[src/rtl/bucket_rotator.sv]
// rtl/bucket_rotator.sv - rotates a time-sliced bloom filter by zero-filling the oldest bucket
//
// Each update pulse from the bucket-age timer starts a sweep that writes zero to
// every word of the bucket after cur_bucket. When the last word is accepted the
// swept bucket becomes the insert bucket. One extra update is queued while a
// sweep runs; any further update is dropped and flagged.
//
// Ports:
//   clk, reset   clock and synchronous active-high reset
//   update       one-cycle rotate request
//   clr_valid    zero-write request (held until clr_ready)
//   clr_ready    memory accepts the write this cycle
//   clr_bucket   bucket being cleared
//   clr_addr     word address being cleared
//   cur_bucket   active insert bucket
//   busy         sweep (CLEAR or DONE) in progress
//   rot_done     one-cycle pulse when a rotation completes
//   overrun      one-cycle pulse when an update is dropped
//   rot_count    (ROTATE_STATS_EN only) completed rotations, wrapping
//   drop_count   (ROTATE_STATS_EN only) dropped updates, saturating
//
// Optional feature macro: ROTATE_STATS_EN adds the rot_count/drop_count counters.

module bucket_rotator #(
  parameter int NUM_BUCKETS = 4,
  parameter int ADDR_BITS   = 10,
  parameter int BUCKET_BITS = 2
) (
  input  logic                   clk,
  input  logic                   reset,
  input  logic                   update,
  output logic                   clr_valid,
  input  logic                   clr_ready,
  output logic [BUCKET_BITS-1:0] clr_bucket,
  output logic [ADDR_BITS-1:0]   clr_addr,
  output logic [BUCKET_BITS-1:0] cur_bucket,
  output logic                   busy,
  output logic                   rot_done,
  output logic                   overrun
`ifdef ROTATE_STATS_EN
  ,
  output logic [31:0]            rot_count,
  output logic [15:0]            drop_count
`endif
);

  typedef enum logic [1:0] {IDLE, CLEAR, DONE} state_t;

  localparam logic [BUCKET_BITS-1:0] LAST_BUCKET = BUCKET_BITS'(NUM_BUCKETS - 1);
  localparam logic [ADDR_BITS-1:0]   LAST_ADDR   = '1;

  state_t state;
  logic   pending;

  // Explicit compare so a non-power-of-2 bucket count never reaches an unused index.
  function automatic logic [BUCKET_BITS-1:0] next_bucket(input logic [BUCKET_BITS-1:0] b);
    return (b == LAST_BUCKET) ? '0 : b + BUCKET_BITS'(1);
  endfunction

  always_ff @(posedge clk) begin
    if (reset) begin
      state      <= IDLE;
      cur_bucket <= '0;
      clr_bucket <= '0;
      clr_addr   <= '0;
      clr_valid  <= 1'b0;
      busy       <= 1'b0;
      rot_done   <= 1'b0;
      overrun    <= 1'b0;
      pending    <= 1'b0;
    end else begin
      rot_done <= 1'b0;
      overrun  <= 1'b0;
      case (state)
        IDLE: begin
          if (update || pending) begin
            state      <= CLEAR;
            clr_valid  <= 1'b1;
            busy       <= 1'b1;
            clr_bucket <= next_bucket(cur_bucket);
            clr_addr   <= '0;
            // A queued request is consumed here; a fresh update this cycle re-queues.
            pending    <= update && pending;
          end
        end
        CLEAR: begin
          if (clr_ready) begin
            // Address wraps to 0 naturally after the last word.
            clr_addr <= clr_addr + ADDR_BITS'(1);
            if (clr_addr == LAST_ADDR) begin
              state     <= DONE;
              clr_valid <= 1'b0;
              rot_done  <= 1'b1;
            end
          end
          if (update) begin
            if (pending) overrun <= 1'b1;
            else         pending <= 1'b1;
          end
        end
        DONE: begin
          // Inserts switch to the freshly cleared bucket only now.
          cur_bucket <= clr_bucket;
          pending    <= update;
          if (pending) begin
            state      <= CLEAR;
            clr_valid  <= 1'b1;
            clr_bucket <= next_bucket(clr_bucket);
          end else begin
            state <= IDLE;
            busy  <= 1'b0;
          end
        end
        default: begin
          state     <= IDLE;
          clr_valid <= 1'b0;
          busy      <= 1'b0;
        end
      endcase
    end
  end

`ifdef ROTATE_STATS_EN
  // Counters follow the registered pulses, so they settle one cycle after them.
  always_ff @(posedge clk) begin
    if (reset) begin
      rot_count  <= '0;
      drop_count <= '0;
    end else begin
      if (rot_done) rot_count <= rot_count + 32'd1;
      if (overrun && (drop_count != 16'hFFFF)) drop_count <= drop_count + 16'd1;
    end
  end
`endif

endmodule

[config.mk]
export PLATFORM = sky130hd
export DESIGN_NAME = bucket_rotator
export DESIGN_NICKNAME = d
export VERILOG_FILES = /design/src/rtl/bucket_rotator.sv
export SDC_FILE = /design/constraint.sdc
export NUM_CORES = 1
export LEC_CHECK = 0
export ABC_AREA = 0
export BUFFER_PORTS_ARGS = -buffer_cell sky130_fd_sc_hd__buf_2
export CAP_MARGIN = 20
export CORE_UTILIZATION = 35
export CTS_BUF_LIST = sky130_fd_sc_hd__clkbuf_4 sky130_fd_sc_hd__clkbuf_8 sky130_fd_sc_hd__clkbuf_16
export CTS_CLUSTER_DIAMETER = 60
export DETAILED_ROUTE_END_ITERATION = 16
export RECOVER_POWER = 100
export SLEW_MARGIN = 0
export SYNTH_ARGS = -nofsm -noshare
export SYNTH_HDL_FRONTEND = slang
export SYNTH_SLANG_ARGS = --single-unit
[constraint.sdc]
create_clock -name clk -period 2.5 [get_ports clk]
set_input_delay 0.125 -clock clk [delete_from_list [all_inputs] [get_ports clk]]
set_output_delay 0.125 -clock clk [all_outputs]
set_load 0.03 [all_outputs]
# Yosys cells after proc, flatten, opt, wreduce, memory -nomap -nowiden
# Cells that the tools add are included.
# totals
word_cells	65
register_bits	21
# op_classes
n_mux	25
reduce_logical	14
addsub	3
bitwise_logic	3
eq_ne	11
# op_table
op	count
10-bit two-way mux	2
10-bit one-hot mux with 2 select lines	1
3-bit AND reduction	5
2-bit two-way mux	7
2-bit != test, second input constant	6
10-bit by 1-bit adder with 10-bit output, second input constant	1
10-bit == test, second input constant	1
1-bit two-way mux	10
1-bit one-hot mux with 3 select lines	3
2-bit == test, second input constant	3
2-bit one-hot mux with 3 select lines	1
3-bit OR reduction	2
2-bit by 1-bit adder with 2-bit output, second input constant	2
2-bit one-hot mux with 2 select lines	1
4-bit AND reduction	1
2-bit nonzero test	2
1-bit inverter	3
3-bit nonzero test	1
2-bit by 1-bit == test with 1-bit output, second input constant	1
2-bit zero test	1
1-bit logical AND	1
1-bit logical OR	1

# Logic depth before layout (Yosys ltp)
# Gate-level depths: netlist of the first run.
# depth
word_depth	4
ltp_mapped	7
ltp_nobuf	6

# Worst setup path before layout of the first run
# No wires, ideal clock.
# synth_path
kind	register to register
startpoint	reg clr_addr[0]
endpoint	reg clr_valid
arrival_time_ps	1823
path_stages_with_launch	6
setup_time_ps	121
slack_ps	556
path_buffers	0
path_cell_list	dfxtp_1 -> ha_1 -> nand3_1 -> or4_4 -> nand2_1 -> mux2_2
# synth_via
elab_chain_len	3
# synth_rtl
element	line_no	text
start, declared	35	output logic [ADDR_BITS-1:0] clr_addr,
start signal, assigned	89	clr_addr <= clr_addr + ADDR_BITS'(1);
10-bit == test	90	if (clr_addr == LAST_ADDR) begin
2-bit != test (no line)	--	
4-bit AND reduction (no line)	--	
end signal, assigned	92	clr_valid <= 1'b0;
end signal, assigned	107	clr_valid <= 1'b1;
end signal, assigned	116	clr_valid <= 1'b0;
end, declared	32	output logic clr_valid,
# Every way passes these cells.
# A chain may end at the register's enable or synchronous reset.

# Worst setup path in the final report of the first run
# layout_path
startpoint	reg state[1]
endpoint	reg clr_addr[9]
# layout_via
elab_chain_len	3
# layout_rtl
element	line_no	text
start, declared	52	state_t state;
start signal, assigned	62	state <= IDLE;
start signal, assigned	77	state <= CLEAR;
start signal, assigned	91	state <= DONE;
2-bit by 1-bit == test with 1-bit output or 2-bit zero test (tied branches)	74	case (state)
2-bit != test (no line) or 2-bit nonzero test (tied branches)	--	
3-bit AND reduction (no line)	--	
# Parallel ways exist; a longest one is shown, timed or not.

==> results of run 1 <==
==> worst max-delay path by stage <==
stage                                   startpoint                        to
after global placement       state[0]$_SDFFE_PP0P_  clr_addr[9]$_SDFFE_PP0P_
final                        state[1]$_SDFFE_PP0P_  clr_addr[9]$_SDFFE_PP0P_
after CTS                    state[0]$_SDFFE_PP0P_  clr_addr[9]$_SDFFE_PP0P_
after floorplan           clr_addr[0]$_SDFFE_PP0P_    clr_valid$_SDFFE_PP0P_
after detailed placement     state[0]$_SDFFE_PP0P_  clr_addr[9]$_SDFFE_PP0P_
after global routing         state[1]$_SDFFE_PP0P_  clr_addr[9]$_SDFFE_PP0P_
==> per-layer routing <==
layer	global-route usage	routed length [µm]
met1	0.1928	1004
met2	0.1921	902
met3	0.02232	76
met4	0.08163	34
met5	0	0
==> stage by stage <==
step           std cells  power (mW)
2_1_floorplan        124      0.5908
3_3_place_gp         173      0.6407
3_5_place_dp         173      0.6453
4_1_cts              177      0.8152
5_1_grt              177      0.8562
6_report             177      0.7909
==> synthesized netlist by cell type, types with 2 or more instances <==
cell type	n	area, µm²
dfxtp_1	21	420.4
nand2_1	5	18.77
and3_1	2	12.51
mux2_2	2	22.52
nor3b_1	3	22.52
nor3_1	6	30.03
a21oi_1	5	25.02
mux2i_1	4	40.04
or3_1	2	12.51
clkbuf_1	2	7.510
xnor2_1	8	70.07
inv_1	4	15.01
nor2b_1	4	25.02
a211oi_1	3	22.52
nor2_1	19	71.32
buf_2	2	10.01
o21ai_0	5	25.02
nand2b_1	2	12.51
nor4_1	3	18.77
ha_1	7	87.58
nand3_1	3	15.01
==> flip-flops by register name (all words and copies together) (netlist names) <==
| name | flops |
|---|---|
| clr_valid | 1 |
| busy | 1 |
| clr_addr | 10 |
| cur_bucket | 2 |
| rot_done | 1 |
| overrun | 1 |
| state | 2 |
| pending | 1 |
| clr_bucket | 2 |
==> critical path, cell delays in order (launching register included) <==
cell and delay (ns):
dfxtp_1 0.35, inv_1 0.09, ha_1 0.33, mux2i_1 0.29, or3_1 0.43, or3_1 0.32
a21oi_1 0.14
==> cell type report <==
class | instances | area (µm²) | area share
Multi-Input combinational cell | 94 | 621.8 | 0.5092
Sequential cell | 21 | 420.4 | 0.3443
Timing Repair Buffer | 23 | 97.59 | 0.07992
Tap cell | 31 | 38.79 | 0.03176
Clock buffer | 3 | 22.52 | 0.01844
Inverter | 4 | 15.01 | 0.01230
Clock inverter | 1 | 5.005 | 0.004098
==> power breakdown <==
part / switching [mW] / internal, mW
Sequential: 0.0286 / 0.361
Clock: 0.105 / 0.0597
Combinational: 0.152 / 0.0852
Total: 0.285 / 0.506
==> logic make-up after synthesis <==
kind of cell | after synthesis | synth area share
mux | 7 | 0.06979
fa+ha+maj | 7 | 0.08009
simple gates | 55 | 0.2666
compound gates | 17 | 0.09497
flops | 21 | 0.3844
buf+inv | 9 | 0.04004
xor+xnor | 8 | 0.06408
==> results.sh, run 1 <==
export IMPL_antenna_found_initial=0
export IMPL_yosysWarnings=0
export IMPL_whs_path_depth=2
export IMPL_wl_per_cell_um=11.40
export IMPL_r2r_slack_ns=0.50
export IMPL_ys_seq_area_frac=0.3844
export IMPL_cts_setup_buffers=0
export IMPL_cts_buffers=3
export IMPL_initial_core_util=0.3833
export IMPL_hold_violations=0
export IMPL_dieArea_um2=3352
export IMPL_ys_ff_latch=21
export IMPL_cts_tree="built"
export IMPL_finalWorstSetupSlack_ns=0.4959
export IMPL_grt_max_degree=14
export IMPL_htree_levels=1
export IMPL_detail_route_antenna_nets=0
export IMPL_syn_area_per_cell_um2=8.819
export IMPL_violations="design-rule violations"
export IMPL_path_clk_slew_ns=0.12
export IMPL_vdd_ir_drop_max_v=0.0003185
export IMPL_std_cell_rows=19
export IMPL_skew_ns=0.005525
export IMPL_num_vias=907
export IMPL_viasPerCell=5.124
export IMPL_fill_cells=314
export IMPL_cts_max_path_buffers=2
export IMPL_core_region_area_um2=2853
export IMPL_drc=1
export IMPL_final_cell_mix="dfxtp_1 (21), nor2_1 (19), clkbuf_1 (18), xnor2_1 (8), ha_1 (7)"
export IMPL_worstPathArrival_ns=2.25
export IMPL_firstDrtPassIters=10
export IMPL_insertedDiodeCount=0
export IMPL_area_growth_pct=11.67
export IMPL_p_leak_nw=0.4501
export IMPL_hold_ws_ns=0.1320
export IMPL_dieHeight_um=57.90
export IMPL_grt_pass1_wl_um=3512
export IMPL_ys_types=33
export IMPL_min_from="reset"
export IMPL_io_buffers=21
export IMPL_final_core_util=0.4281
export IMPL_rsz0062_at_grt="false"
export IMPL_fin_area_um2=1221
export IMPL_dr_first_iter_drc_count=22
export IMPL_worstHoldPathType="in2reg"
export IMPL_worst_hold_path_endpoint="cur_bucket[0]$_SDFFE_PP0N_"
export IMPL_post_cts_resized=0
export IMPL_clk_latency_ns=0.31
export IMPL_status="finished, violations left"
export IMPL_fin_crit_ns=2.004
export IMPL_r2r_start="state[1]$_SDFFE_PP0P_"
export IMPL_worstMarginPinSlew_ns=0.6929
export IMPL_drive_gt1_frac=0.08904
export IMPL_synthFlopType="dfxtp_1"
export IMPL_crit_type="reg2reg"
export IMPL_ff2ff_path_depth=6
export IMPL_die_w_um=57.90
export IMPL_end_kind="register"
export IMPL_required_ns=2.75
export IMPL_r2r_end="clr_addr[9]$_SDFFE_PP0P_"
export IMPL_finalSetupTns_ns=0
export IMPL_synth_fp_nets=135
export IMPL_synth_edf_count=0
export IMPL_powerDensity_nw_per_um2=647.6
export IMPL_gr_total_overflow=0
export IMPL_start_kind="register"
export IMPL_drt_total_wl_um=2017
export IMPL_cts_sinks=21
export IMPL_place_area_um2=1224
export IMPL_grt_pass1_vias=792
export IMPL_hpwl_um=1518
export IMPL_worstPathMaxFanout=10
export IMPL_ctsHoldBuffers=0
export IMPL_finalCritPeriodShare=0.8017
export IMPL_ys_async_sr_fraction=0
export IMPL_place_gp_congestion=0.7412
export IMPL_synthCells=124
export IMPL_nets=158
export IMPL_slew_viol_final=0
export IMPL_final_common_cell="dfxtp_1"
export IMPL_relSlewSlack=0.5248
export IMPL_setup_violations=0
export IMPL_clockRootBuffer="clkbuf_4"
export IMPL_ios=22
export IMPL_cap_violations=0
export IMPL_preCtsSetupSlack_ns=0.5253
export IMPL_clock_fmax_mhz=499.0
export IMPL_track_usage=0.1358
export IMPL_synth_area_um2=1094
(Power assumes the default switching activity.)
==> run 2: changes to the inputs <==
--- a/config.mk
+++ b/config.mk
@@ -5,7 +5,7 @@
 export SDC_FILE = /design/constraint.sdc
 export NUM_CORES = 1
 export LEC_CHECK = 0
-export ABC_AREA = 0
+export ABC_AREA = 1
 export BUFFER_PORTS_ARGS = -buffer_cell sky130_fd_sc_hd__buf_2
 export CAP_MARGIN = 20
 export CORE_UTILIZATION = 35
==> constraint.sdc (replaced) <==
create_clock -name clk -period 1.72 [get_ports clk]
set_input_delay 0.086 -clock clk [delete_from_list [all_inputs] [get_ports clk]]
set_output_delay 0.086 -clock clk [all_outputs]
set_load 0.03 [all_outputs]
==> run 2 against run 1 <==
The run now ends clean. Combinational power up 140%. Power up 75%. Critical path type unchanged. First-iteration DRC count rose to 2.8 times the previous value. Hold slack worse by 0.074 ns. Setup slack worse by 0.35 ns. Critical endpoint is now clr_addr[5]$_SDFFE_PP0P_. Register-to-register slack worse by 0.35 ns.
==> results.sh, run 2 <==
export IMPL_p_switching_mw=0.5756
export IMPL_ys_ff_latch=21
export IMPL_final_cells=240
export IMPL_rsz0062_at_grt="false"
export IMPL_crit_type="reg2reg"
export IMPL_crit_path_end="clr_addr[5]$_SDFFE_PP0P_"
export IMPL_fin_crit_ns=1.574
export IMPL_synth_edf_count=0
export IMPL_fill_cells=337
export IMPL_p_leak_nw=0.5663
export IMPL_num_vias=1139
export IMPL_power_internal_mw=0.8087
export IMPL_synthCells=170
export IMPL_synth_top_area_frac=0.3567
export IMPL_relSlewSlack=0.7523
export IMPL_largest_register="clr_addr"
export IMPL_crit_start="state[1]$_SDFFE_PP0P_"
export IMPL_slew_viol_final=0
export IMPL_synth_commonest_cells="nand2_1 (41), dfxtp_1 (21), nor2_1 (17), a21oi_1 (16), inv_1 (16)"
export IMPL_pwr_share_comb=0.406
export IMPL_hpwl_um=2040
export IMPL_synth_area_um2=1179
export IMPL_ys_async_sr_fraction=0
export IMPL_post_cts_resized=0
export IMPL_grt_pass1_vias=1061
export IMPL_drt_total_wl_um=2568
export IMPL_vdd_ir_drop_max_v=0.0004941
export IMPL_powerDensity_nw_per_um2=1009
export IMPL_dieArea_um2=3604
export IMPL_cts_setup_buffers=0
export IMPL_antenna_found_initial=0
export IMPL_detail_route_antenna_nets=0
export IMPL_place_gp_congestion=0.9351
export IMPL_multi_input_comb_area_um2=659.4
export IMPL_synthFlopType="dfxtp_1"
export IMPL_r2r_slack_ns=0.15
export IMPL_grt_max_degree=13
export IMPL_skew_ns=0.006701
export IMPL_final_core_util=0.4384
export IMPL_ctsHoldBuffers=0
export IMPL_io_buffers=21
export IMPL_ios=22
export IMPL_finalSetupTns_ns=0
export IMPL_clock_fmax_mhz=635.2
export IMPL_start_kind="register"
export IMPL_ff2ff_path_depth=10
export IMPL_viasPerCell=4.746
export IMPL_cts_tree="built"
export IMPL_wl_per_cell_um=10.70
export IMPL_drive_gt1_frac=0.1480
export IMPL_clk_latency_ns=0.30
export IMPL_p_clk_frac=0.168
export IMPL_synth_fp_nets=181
export IMPL_gr_total_overflow=0
export IMPL_ys_types=28
export IMPL_initial_core_util=0.3768
export IMPL_worstMarginPinSlew_ns=0.3732
export IMPL_r2r_end="clr_addr[5]$_SDFFE_PP0P_"
export IMPL_cts_max_path_buffers=2
export IMPL_ff_latch_area_um2=422.9
export IMPL_seqPwrFrac=0.426
export IMPL_path_clk_slew_ns=0.12
export IMPL_yosysMostFrequentCell="nand2_1"
export IMPL_final_cell_mix="nand2_1 (41), dfxtp_1 (19), clkbuf_1 (18)"
export IMPL_nets=208
export IMPL_dr_first_iter_drc_count=62
export IMPL_drc=0
export IMPL_required_ns=1.92
export IMPL_ys_seq_area_frac=0.3567
export IMPL_cts_buffers=3
export IMPL_die_w_um=60.03
export IMPL_htree_levels=1
export IMPL_yosys_top_cells_area="dfxtp_1 (36%), nand2_1 (13%), ha_1 (7.4%)"
export IMPL_finalCritPeriodShare=0.9152
export IMPL_status="complete, no violations"
export IMPL_dp_cells=236
export IMPL_final_common_cell="nand2_1"
export IMPL_switching_share=0.4158
export IMPL_worstPathArrival_ns=1.77
export IMPL_worstHoldPathType="in2reg"
export IMPL_end_kind="register"
export IMPL_dieHeight_um=60.03
export IMPL_largest_reg_flops=10
export IMPL_cts_sinks=21
export IMPL_hold_violations=0
export IMPL_area_growth_pct=16.35
export IMPL_syn_area_per_cell_um2=6.933
export IMPL_clockRootBuffer="clkbuf_4"
export IMPL_cap_violations=0
export IMPL_firstDrtPassIters=4
export IMPL_track_usage=0.1637
export IMPL_r2r_start="state[1]$_SDFFE_PP0P_"
export IMPL_grt_pass1_wl_um=4416
export IMPL_core_region_area_um2=3128
export IMPL_yosysWarnings=0
export IMPL_insertedDiodeCount=0
export IMPL_worstPathMaxFanout=9
export IMPL_std_cell_rows=20
export IMPL_setup_violations=0
export IMPL_synth_top_area_cell="dfxtp_1"
run 2: layout make-up:
cell class                 count  area share
clock buffer                   3     0.01642
clock inverter                 1    0.003650
inverter                      23     0.06478
multi-input combinational    122      0.4808
sequential                    21      0.3084
tap                           44     0.04015
timing repair buffer          26     0.08577
run 2: worst min path at each step:
stage | startpoint | to | cells past startpoint | slack [ns]
CTS | clr_ready | rot_done$_SDFF_PP0_ | 3 | 0.04
global route | reset | clr_addr[6]$_SDFFE_PP0P_ | 2 | 0.05
finish | reset | clr_addr[6]$_SDFFE_PP0P_ | 2 | 0.06
detailed placement | clr_ready | rot_done$_SDFF_PP0_ | 3 | 0.38
floorplan | update | overrun$_SDFF_PP0_ | 2 | 0.24
global placement | clr_ready | rot_done$_SDFF_PP0_ | 3 | 0.38
run 2: power groups by stage:
| stage | sequential, mW | clock (mW) | combinational, mW |
|---|---|---|---|
| 6_report | 0.590 | 0.232 | 0.562 |
| 5_1_grt | 0.598 | 0.273 | 0.628 |
| 4_1_cts | 0.586 | 0.252 | 0.570 |
| 3_5_place_dp | 0.597 | 0 | 0.568 |
| 3_3_place_gp | 0.592 | 0 | 0.558 |
| 2_1_floorplan | 0.675 | 0 | 0.342 |
run 2: worst max-delay path, cell delays in order (launching register included):
cell and delay [ns]:
dfxtp_1 0.39, inv_1 0.08, ha_2 0.22, nand2_4 0.12, inv_2 0.07, nor2_8 0.17
inv_4 0.07, o21ai_2 0.17, inv_2 0.08, nand2_1 0.07, nor2_1 0.04
run 2: cell families after synthesis:
group	share of synthesized area
AOI/OAI and AO/OA	0.1454
adders and majority gates	0.07431
buffers and inverters	0.09130
DFF	0.3567
and+or+nand+nor	0.3323
run 2: metal layers:
metal,GRT usage,share of wire,vias up
li1,-,-,607
met1,0.2008,0.46,508
met2,0.2730,0.50,22
met3,0.02597,0.031,2
met4,0.08638,0.0062,0
met5,0,0,-
run 2: per-stage QoR:
step | power, mW | hold WS (ns) | instance area, µm² | setup slack (ns)
floorplan | 1.017 | 0.2375 | 1179 | 0.08612
global placement | 1.150 | 0.3759 | 1358 | 0.1438
detailed placement | 1.165 | 0.3802 | 1358 | 0.05127
CTS | 1.408 | 0.04372 | 1385 | 0.02379
global route | 1.499 | 0.04536 | 1371 | 0.003742
finish | 1.384 | 0.05823 | 1371 | 0.1458
